File: src/rtl/if_queue_if.sv
// Valid/ready stream carrying one fetched entry {pc, insn, predicted-taken}.
//   valid  producer has an entry on pc/insn/predt
//   ready  consumer accepts the entry this cycle
//   pc     entry pc
//   insn   entry instruction
//   predt  entry predicted-taken flag
// master: drives the entry (producer side); slave: receives it and drives ready.
interface if_queue_if #(
  parameter int PC_W   = 32,
  parameter int INSN_W = 32
);
  logic              valid;
  logic              ready;
  logic [PC_W-1:0]   pc;
  logic [INSN_W-1:0] insn;
  logic              predt;

  modport master (output valid, pc, insn, predt, input ready);
  modport slave  (input valid, pc, insn, predt, output ready);
endinterface

File: src/rtl/if_queue.sv
// IF->ID instruction queue: circular FIFO of DEPTH fetched entries.
//   clk     rising-edge clock
//   rst     asynchronous reset, active-high
//   cpu_en  global enable; 0 freezes all queue state and blocks push/pop
//   flush   discard every entry (redirect); overrides cpu_en
//   enq     fetch side stream (slave): in_valid/in_ready/in_pc/in_insn/in_predt
//   deq     decode side stream (master): out_valid/out_ready/out_pc/out_insn/out_predt
//   count   number of occupied entries, 0..DEPTH
module if_queue #(
  parameter  int PC_W   = 32,
  parameter  int INSN_W = 32,
  parameter  int DEPTH  = 4,
  localparam int CNT_W  = $clog2(DEPTH + 1)
) (
  input  logic             clk,
  input  logic             rst,
  input  logic             cpu_en,
  input  logic             flush,
  if_queue_if.slave        enq,
  if_queue_if.master       deq,
  output logic [CNT_W-1:0] count
);

  localparam int PTR_W = $clog2(DEPTH);
  localparam int ENT_W = PC_W + INSN_W + 1;

  logic [ENT_W-1:0] mem [DEPTH];
  logic [PTR_W-1:0] wr_ptr;
  logic [PTR_W-1:0] rd_ptr;
  logic [CNT_W-1:0] cnt;
  logic [ENT_W-1:0] head;
  logic             full;
  logic             not_empty;
  logic             push;
  logic             pop;

  assign full      = (cnt == CNT_W'(DEPTH));
  assign not_empty = (cnt != '0);

  // in_ready uses only registered state and enables, so a full queue refuses
  // a push even when decode pops in the same cycle.
  assign enq.ready = !rst && cpu_en && !full;

  assign push = enq.valid && enq.ready && !flush;
  assign pop  = not_empty && deq.ready && cpu_en && !flush;

  assign head      = mem[rd_ptr];
  assign deq.valid = not_empty;
  assign deq.pc    = not_empty ? head[ENT_W-1 -: PC_W]   : '0;
  assign deq.insn  = not_empty ? head[INSN_W:1]          : '0;
  assign deq.predt = not_empty ? head[0]                 : 1'b0;
  assign count     = cnt;

  // Storage is intentionally not reset; cnt gates visibility of stale data.
  always_ff @(posedge clk) begin
    if (push) begin
      mem[wr_ptr] <= {enq.pc, enq.insn, enq.predt};
    end
  end

  always_ff @(posedge clk or posedge rst) begin
    if (rst) begin
      wr_ptr <= '0;
      rd_ptr <= '0;
      cnt    <= '0;
    end else if (flush) begin
      wr_ptr <= '0;
      rd_ptr <= '0;
      cnt    <= '0;
    end else begin
      if (push) wr_ptr <= wr_ptr + 1'b1;
      if (pop)  rd_ptr <= rd_ptr + 1'b1;
      case ({push, pop})
        2'b10:   cnt <= cnt + 1'b1;
        2'b01:   cnt <= cnt - 1'b1;
        default: cnt <= cnt;
      endcase
    end
  end

endmodule

File: src/flat_wrapper.sv
// flat-port wrapper written by rule: the top's interface ports become plain ports
module if_queue_flat 
#(
  parameter  int PC_W   = 32,
  parameter  int INSN_W = 32,
  parameter  int DEPTH  = 4,
  localparam int CNT_W  = $clog2(DEPTH + 1)
)
  (clk, rst, cpu_en, flush, count, enq_valid, enq_pc, enq_insn, enq_predt, enq_ready, deq_valid, deq_pc, deq_insn, deq_predt, deq_ready);
  if_queue_if #(.PC_W(PC_W), .INSN_W(INSN_W)) enq_i ();
  if_queue_if #(.PC_W(PC_W), .INSN_W(INSN_W)) deq_i ();
  input  logic clk;
  input  logic rst;
  input  logic cpu_en;
  input  logic flush;
  output logic [CNT_W-1:0] count;
  input wire logic [$bits(enq_i.valid)-1:0] enq_valid;
  input wire logic [$bits(enq_i.pc)-1:0] enq_pc;
  input wire logic [$bits(enq_i.insn)-1:0] enq_insn;
  input wire logic [$bits(enq_i.predt)-1:0] enq_predt;
  output wire logic [$bits(enq_i.ready)-1:0] enq_ready;
  output wire logic [$bits(deq_i.valid)-1:0] deq_valid;
  output wire logic [$bits(deq_i.pc)-1:0] deq_pc;
  output wire logic [$bits(deq_i.insn)-1:0] deq_insn;
  output wire logic [$bits(deq_i.predt)-1:0] deq_predt;
  input wire logic [$bits(deq_i.ready)-1:0] deq_ready;
  assign enq_i.valid = enq_valid;
  assign enq_i.pc = enq_pc;
  assign enq_i.insn = enq_insn;
  assign enq_i.predt = enq_predt;
  assign enq_ready = enq_i.ready;
  assign deq_valid = deq_i.valid;
  assign deq_pc = deq_i.pc;
  assign deq_insn = deq_i.insn;
  assign deq_predt = deq_i.predt;
  assign deq_i.ready = deq_ready;
  if_queue #(.PC_W(PC_W), .INSN_W(INSN_W), .DEPTH(DEPTH)) u_core (.clk(clk), .rst(rst), .cpu_en(cpu_en), .flush(flush), .enq(enq_i), .deq(deq_i), .count(count));
endmodule
File: config.mk
export PLATFORM = sky130hd
export DESIGN_NAME = if_queue_flat
export DESIGN_NICKNAME = d
export VERILOG_FILES = /design/src/rtl/if_queue_if.sv /design/src/rtl/if_queue.sv /design/src/flat_wrapper.sv
export SDC_FILE = /design/constraint.sdc
export NUM_CORES = 1
export LEC_CHECK = 0
export ABC_AREA = 1
export BUFFER_PORTS_ARGS = -buffer_cell sky130_fd_sc_hd__buf_2
export CAP_MARGIN = 20
export CORE_MARGIN = 10
export CORE_UTILIZATION = 52
export CTS_CLUSTER_SIZE = 10
export DETAILED_ROUTE_END_ITERATION = 8
export PLACE_DENSITY = 0.76
export SYNTH_ARGS = -nofsm -noshare
export SYNTH_HDL_FRONTEND = slang
export SYNTH_SLANG_ARGS = --single-unit
export TNS_END_PERCENT = 1
File: constraint.sdc
create_clock -name clk -period 3.76 [get_ports clk]
set_input_delay 0.376 -clock clk [delete_from_list [all_inputs] [get_ports clk]]
set_output_delay 0.376 -clock clk [all_outputs]
set_load 0.02 [all_outputs]
== After elaboration in Yosys (flattened, before gate mapping) ==
Memories as Yosys holds them, arrays and structs flattened.
Cells that the tools add are included.

* Register bits after elaboration: 7
* Bits in writable memories: 260
* Output and inout bits: 70
* Word-level logic and storage cells: 36
* Memories kept: 1

{| class="wikitable"
|+ Memory list
! name !! depth !! bits a word !! rd ports !! clocked after Yosys merged registers in !! wr ports !! RTL line !! text
|-
| u_core.mem || 4 || 65 || 1 || 0 || 1 || if_queue.sv:27 || <nowiki>logic [ENT_W-1:0] mem [DEPTH];</nowiki>
|}

* Add/subtract/negate cells: 4
* Equal/unequal tests: 3
* Muxes and demuxes: 11
* Reductions and logical operators: 14

{| class="wikitable"
|+ Operator list
! cell !! number
|-
| 32-bit two-way mux || 2
|-
| 2-bit two-way mux || 4
|-
| 1-bit logical AND || 7
|-
| 3-bit case mux with 2 select lines || 1
|-
| 3-bit nonzero test || 2
|-
| 2-bit by 1-bit adder with 2-bit output, second input constant || 2
|-
| 2-bit nonzero test || 2
|-
| 3-bit by 1-bit adder with 3-bit output, second input constant || 1
|-
| 3-bit equality test, second input constant || 1
|-
| 1-bit logical NOT || 3
|-
| 1-bit two-way mux || 3
|-
| 3-bit two-way mux || 1
|-
| 3-bit by 1-bit subtractor with 3-bit output, second input constant || 1
|-
| 2-bit by 1-bit equality test with 1-bit output, second input constant || 1
|-
| 2-bit equality test, second input constant || 1
|}

== Logic depth before layout (Yosys ltp) ==
* Depth after elaboration: 8
* Depth in mapped cells: 13
* Gate-level depth less buffers: 13

== Least setup slack after synthesis ==
No wires, ideal clock.

* Kind: input port to flip-flop
* From: input port rst
* To: memory u_core.mem[0][0] in the netlist's numbering (enable)
* Setup time: 0.489 ns
* Arrival time: 4.093 ns
* Data required time: 3.271 ns
* Setup slack: -0.822 ns
* Stages on the path: 5
* Cells stage by stage: inv_1 > nand2_1 > a21oi_1 > nand3_1 > nor2_1

* Longest elaborated chain between the ends: 7

{| class="wikitable"
|+ RTL lines
! what !! RTL line !! text
|-
| from (decl) || flat_wrapper.sv:13 || <nowiki>input logic rst;</nowiki>
|-
| 1-bit logical NOT || if_queue.sv:42 || <nowiki>assign enq.ready = !rst && cpu_en && !full;</nowiki>
|-
| 1-bit logical AND (2 in a row) || if_queue.sv:42 ||
|-
| net enq_ready || flat_wrapper.sv:21 || <nowiki>output wire logic [$bits(enq_i.ready)-1:0] enq_ready;</nowiki>
|-
| 1-bit logical AND (2 in a row) || if_queue.sv:44 || <nowiki>assign push = enq.valid && enq.ready && !flush;</nowiki>
|-
| 1-bit two-way mux || if_queue.sv:56 || <nowiki>if (push) begin</nowiki>
|-
| 1-bit two-way mux (not written as such) || if_queue.sv:57 || <nowiki>mem[wr_ptr] <= {enq.pc, enq.insn, enq.predt};</nowiki>
|-
| to (decl) || if_queue.sv:27 ||
|}

The timed path passes the listed nets, and every way through them passes these cells.

== Final worst setup path ==
* From: register u_core.rd_ptr[0]
* To: output port deq_insn[13]

* Longest elaborated chain between the ends: 2

{| class="wikitable"
|+ RTL lines
! what !! RTL line !! text
|-
| from (decl) || if_queue.sv:29 || <nowiki>logic [PTR_W-1:0] rd_ptr;</nowiki>
|-
| from (signal assigned) || if_queue.sv:72 || <nowiki>if (pop) rd_ptr <= rd_ptr + 1'b1;</nowiki>
|-
| memory read 4 x 65 bit || -- ||
|-
| 32-bit two-way mux || if_queue.sv:50 || <nowiki>assign deq.insn = not_empty ? head[INSN_W:1] : '0;</nowiki>
|-
| to (decl) || flat_wrapper.sv:24 || <nowiki>output wire logic [$bits(deq_i.insn)-1:0] deq_insn;</nowiki>
|}

Every way passes these cells.

==> impl_metrics.yaml <==
critical_path:
  r2r-end: "u_core.mem[1][28]"
  arrival_ps: 2610
  cp_data_required_time_ps: 3380
  ff2ff_setup_slack_ps: 1340
  critical_path_class: "reg2out"
  start_kind: "flip-flop"
  reg2regPathDepth: 5
  cp-end-kind: "output port"
  cp_max_fo: 58
  timing.rr.start: "u_core.count[0]"
synthesis:
  syn_avg_cell_area_um2: 12.6
  yosys.area_share.adder_pct: 0.664
  synth_top_family_by_area: "simple AND/OR/NAND/NOR gates"
  ys_warn_count: 0
  synth_cell_types: 23
  synth.mux.area_fraction_pct: 0
  synth_compound_area_share_pct: 9.57
  yosys.area_share.xor_xnor_pct: 0.0829
  seq_area_frac_synth_pct: 75.6
  synth_area_um2: 10600
  postSynthCellCount: 838
  synth_simple_gate_area_share_pct: 10.9
  ys_ff_latch: 267
  synth_nets: 914
power_and_ir_drop:
  p_sw_mw: 1.47
  peakVddDrop_mv: 0.442
  internal_power_mw: 4.92
  p_seq_share_pct: 51.8
  power_density_nw_per_um2: 519
  swShare_pct: 23.0
  pwr-share-comb_pct: 10.3
  p_leak_nw: 4.50
  clkPwrFrac_pct: 38.0
timing:
  final_hold_viol_count: 0
  setup_viol_count_final: 0
  grt_setup_unrepaired: "false"
  max-slew-margin-rel_pct: 44.0
  min_period_ps: 2990
  drv_slew: 0
  fin_skew_ps: 11.3
  tightest_slew_ps: 841
  min_period_over_period_pct: 79.4
  setup_slack_ps: 773
  max_freq_mhz: 335
clock_tree:
  cts_root_buffer: "clkbuf_16"
  numCtsBuffers: 30
  clk_latency_ps: 530
  cts.sinks: 267
  ctsResizeCount: 0
  clkTransAtPathRegs_ps: 60
  clockBufferDepth: 3
  cts_max_level: 1
  cts_tree: "yes"
global_route:
  grt-ovfl-total: 0
  grt_max_degree: 76
  grt_pass1_vias: 6962
  track_usage_pct: 17.0
  antenna_found_initial: 2
  grt_pass1_wl_mm: 36.3
die:
  die_x_um: 162
  ios: 141
  rows: 52
  die_area_um2: 26400
  start_util_pct: 52.5
  die_h_um: 162
  coreArea_um2: 20100
detailed_routing:
  vias: 6720
  first_iter_violations: 580
  drt-total-wl_mm: 23.0
  ant_nets: 0
  drc: 0
  wl_per_cell_um: 18.5
  drtPass1Iterations: 4
  post_drt_via_cell_ratio: 5.39
hold_path:
  min_from: "enq_pc[21]"
  hold_depth: 1
  holdPathEnd: "u_core.mem[2][54]"
  worstHoldPathType: "in2reg"
cells_and_area:
  postLayoutCellArea_um2: 12300
  drive_gt1_share_pct: 20.5
  syn2layout_area_growth_pct: 16.7
  final_nets: 1049
place:
  hpwl_mm: 13.6
  place_area_um2: 11500
  place.gp.congestion: 0.757
  portBuffers: 140
  dp_worst_setup_slack_ps: 1020
run_status:
  status: "complete, no violations"
run:
  drv_cap: 0
[stage by stage]
stage / total power, mW / utilization (%) / TNS, ps / hold WS (ps) / cells
after floorplan: 3.77 / - / -213660 / 187 / 838
after global placement: 4.02 / 57.3 / 0 / 322 / 1210
after detailed placement: 4.03 / 57.3 / 0 / 329 / 1210
after CTS: 6.44 / 61.3 / 0 / 46.6 / 1245
after global routing: 6.61 / 61.3 / 0 / 54.2 / 1246
final: 6.39 / 61.3 / 0 / 61.4 / 1246
[layout make-up]
class	instances	area [um^2]
Fill cell	1482	7780
Timing Repair Buffer	154	871
Multi-Input combinational cell	503	2270
Sequential cell	267	7990
Antenna cell	1	2.50
Tap cell	270	338
Inverter	17	65.1
Clock buffer	34	787
[power by group through the flow]
| stage | Combinational (mW) | Clock (mW) | Sequential (mW) |
|---|---|---|---|
| after global routing | 0.725 | 2.58 | 3.31 |
| final | 0.656 | 2.43 | 3.31 |
| after floorplan | 0.397 | 0 | 3.37 |
| after detailed placement | 0.661 | 0 | 3.37 |
| after global placement | 0.652 | 0 | 3.37 |
| after CTS | 0.667 | 2.46 | 3.31 |
[per-layer routing]
layer  vias up  share of wire (%)  GRT usage [%]
met5         -              0.078              0
met1      3221                 41           21.2
met4         2                2.2           5.42
met2       253                 49           29.1
li1       3204                  -              -
met3        40                7.4           3.79
[synth_stat cells, drive strengths merged]
cell type	number	area, um^2
ha	4	50.1
a21oi	69	345
o21ai	133	666
edfxtp	260	7810
clkbuf	18	78.8
nand3	5	25.0
nor3	1	5.00
xnor2	1	8.76
nand2	20	92.6
buf	33	193
nand3b	1	7.51
inv	17	63.8
fa	1	20.0
nor2	268	1020
dfrtp	7	175
[critical path, cell delays in order, from the launching register on]
cell	delay, ps
dfrtp_4	420
clkinv_2	550
buf_4	490
o21ai_0	270
a21oi_1	130
buf_2	170
[worst max path at each step]
stage	start	endpoint	cells after the start
final	u_core.rd_ptr[0]	deq_insn[13]	5
after global placement	rst	u_core.mem[1][21]	7
after detailed placement	rst	u_core.mem[1][29]	7
after global routing	u_core.rd_ptr[0]	deq_insn[13]	5
after floorplan	rst	u_core.mem[0][0]	5
after CTS	u_core.rd_ptr[0]	deq_insn[13]	5
[what timing repair did]
item                                    CTS  global route
endpoints found under the setup margin    0             0
hold endpoints to repair                  7             0
setup buffers                             0             0
hold buffers                              1             0
[state kept, by name, indices dropped and copies added, names as in the netlist]
signal,flops
u_core.mem,260
u_core.rd_ptr,2
u_core.count,3
u_core.wr_ptr,2
[cells in the final DEF (no fill, tap or decap), drive strengths merged]
cell | Yosys | final
xnor2 | 1 | 1
clkinv | 0 | 1
nand3 | 5 | 5
edfxtp | 260 | 260
ha | 4 | 4
buf | 33 | 153
nand2 | 20 | 20
a21oi | 69 | 69
dfrtp | 7 | 7
fa | 1 | 1
nand3b | 1 | 1
nor2 | 268 | 268
dlygate4sd3 | 0 | 1
diode | 0 | 1
nor3 | 1 | 1
inv | 17 | 16
o21ai | 133 | 133
clkbuf | 18 | 34
[kinds of logic after synthesis]
family,Yosys count
and+or+nand+nor,295
xor gates and xnor gates,1
adders and majority gates,5
AOI/OAI and AO/OA,202
DFF,267
buffers and inverters,68
Power figures use the tool's default switching activity.
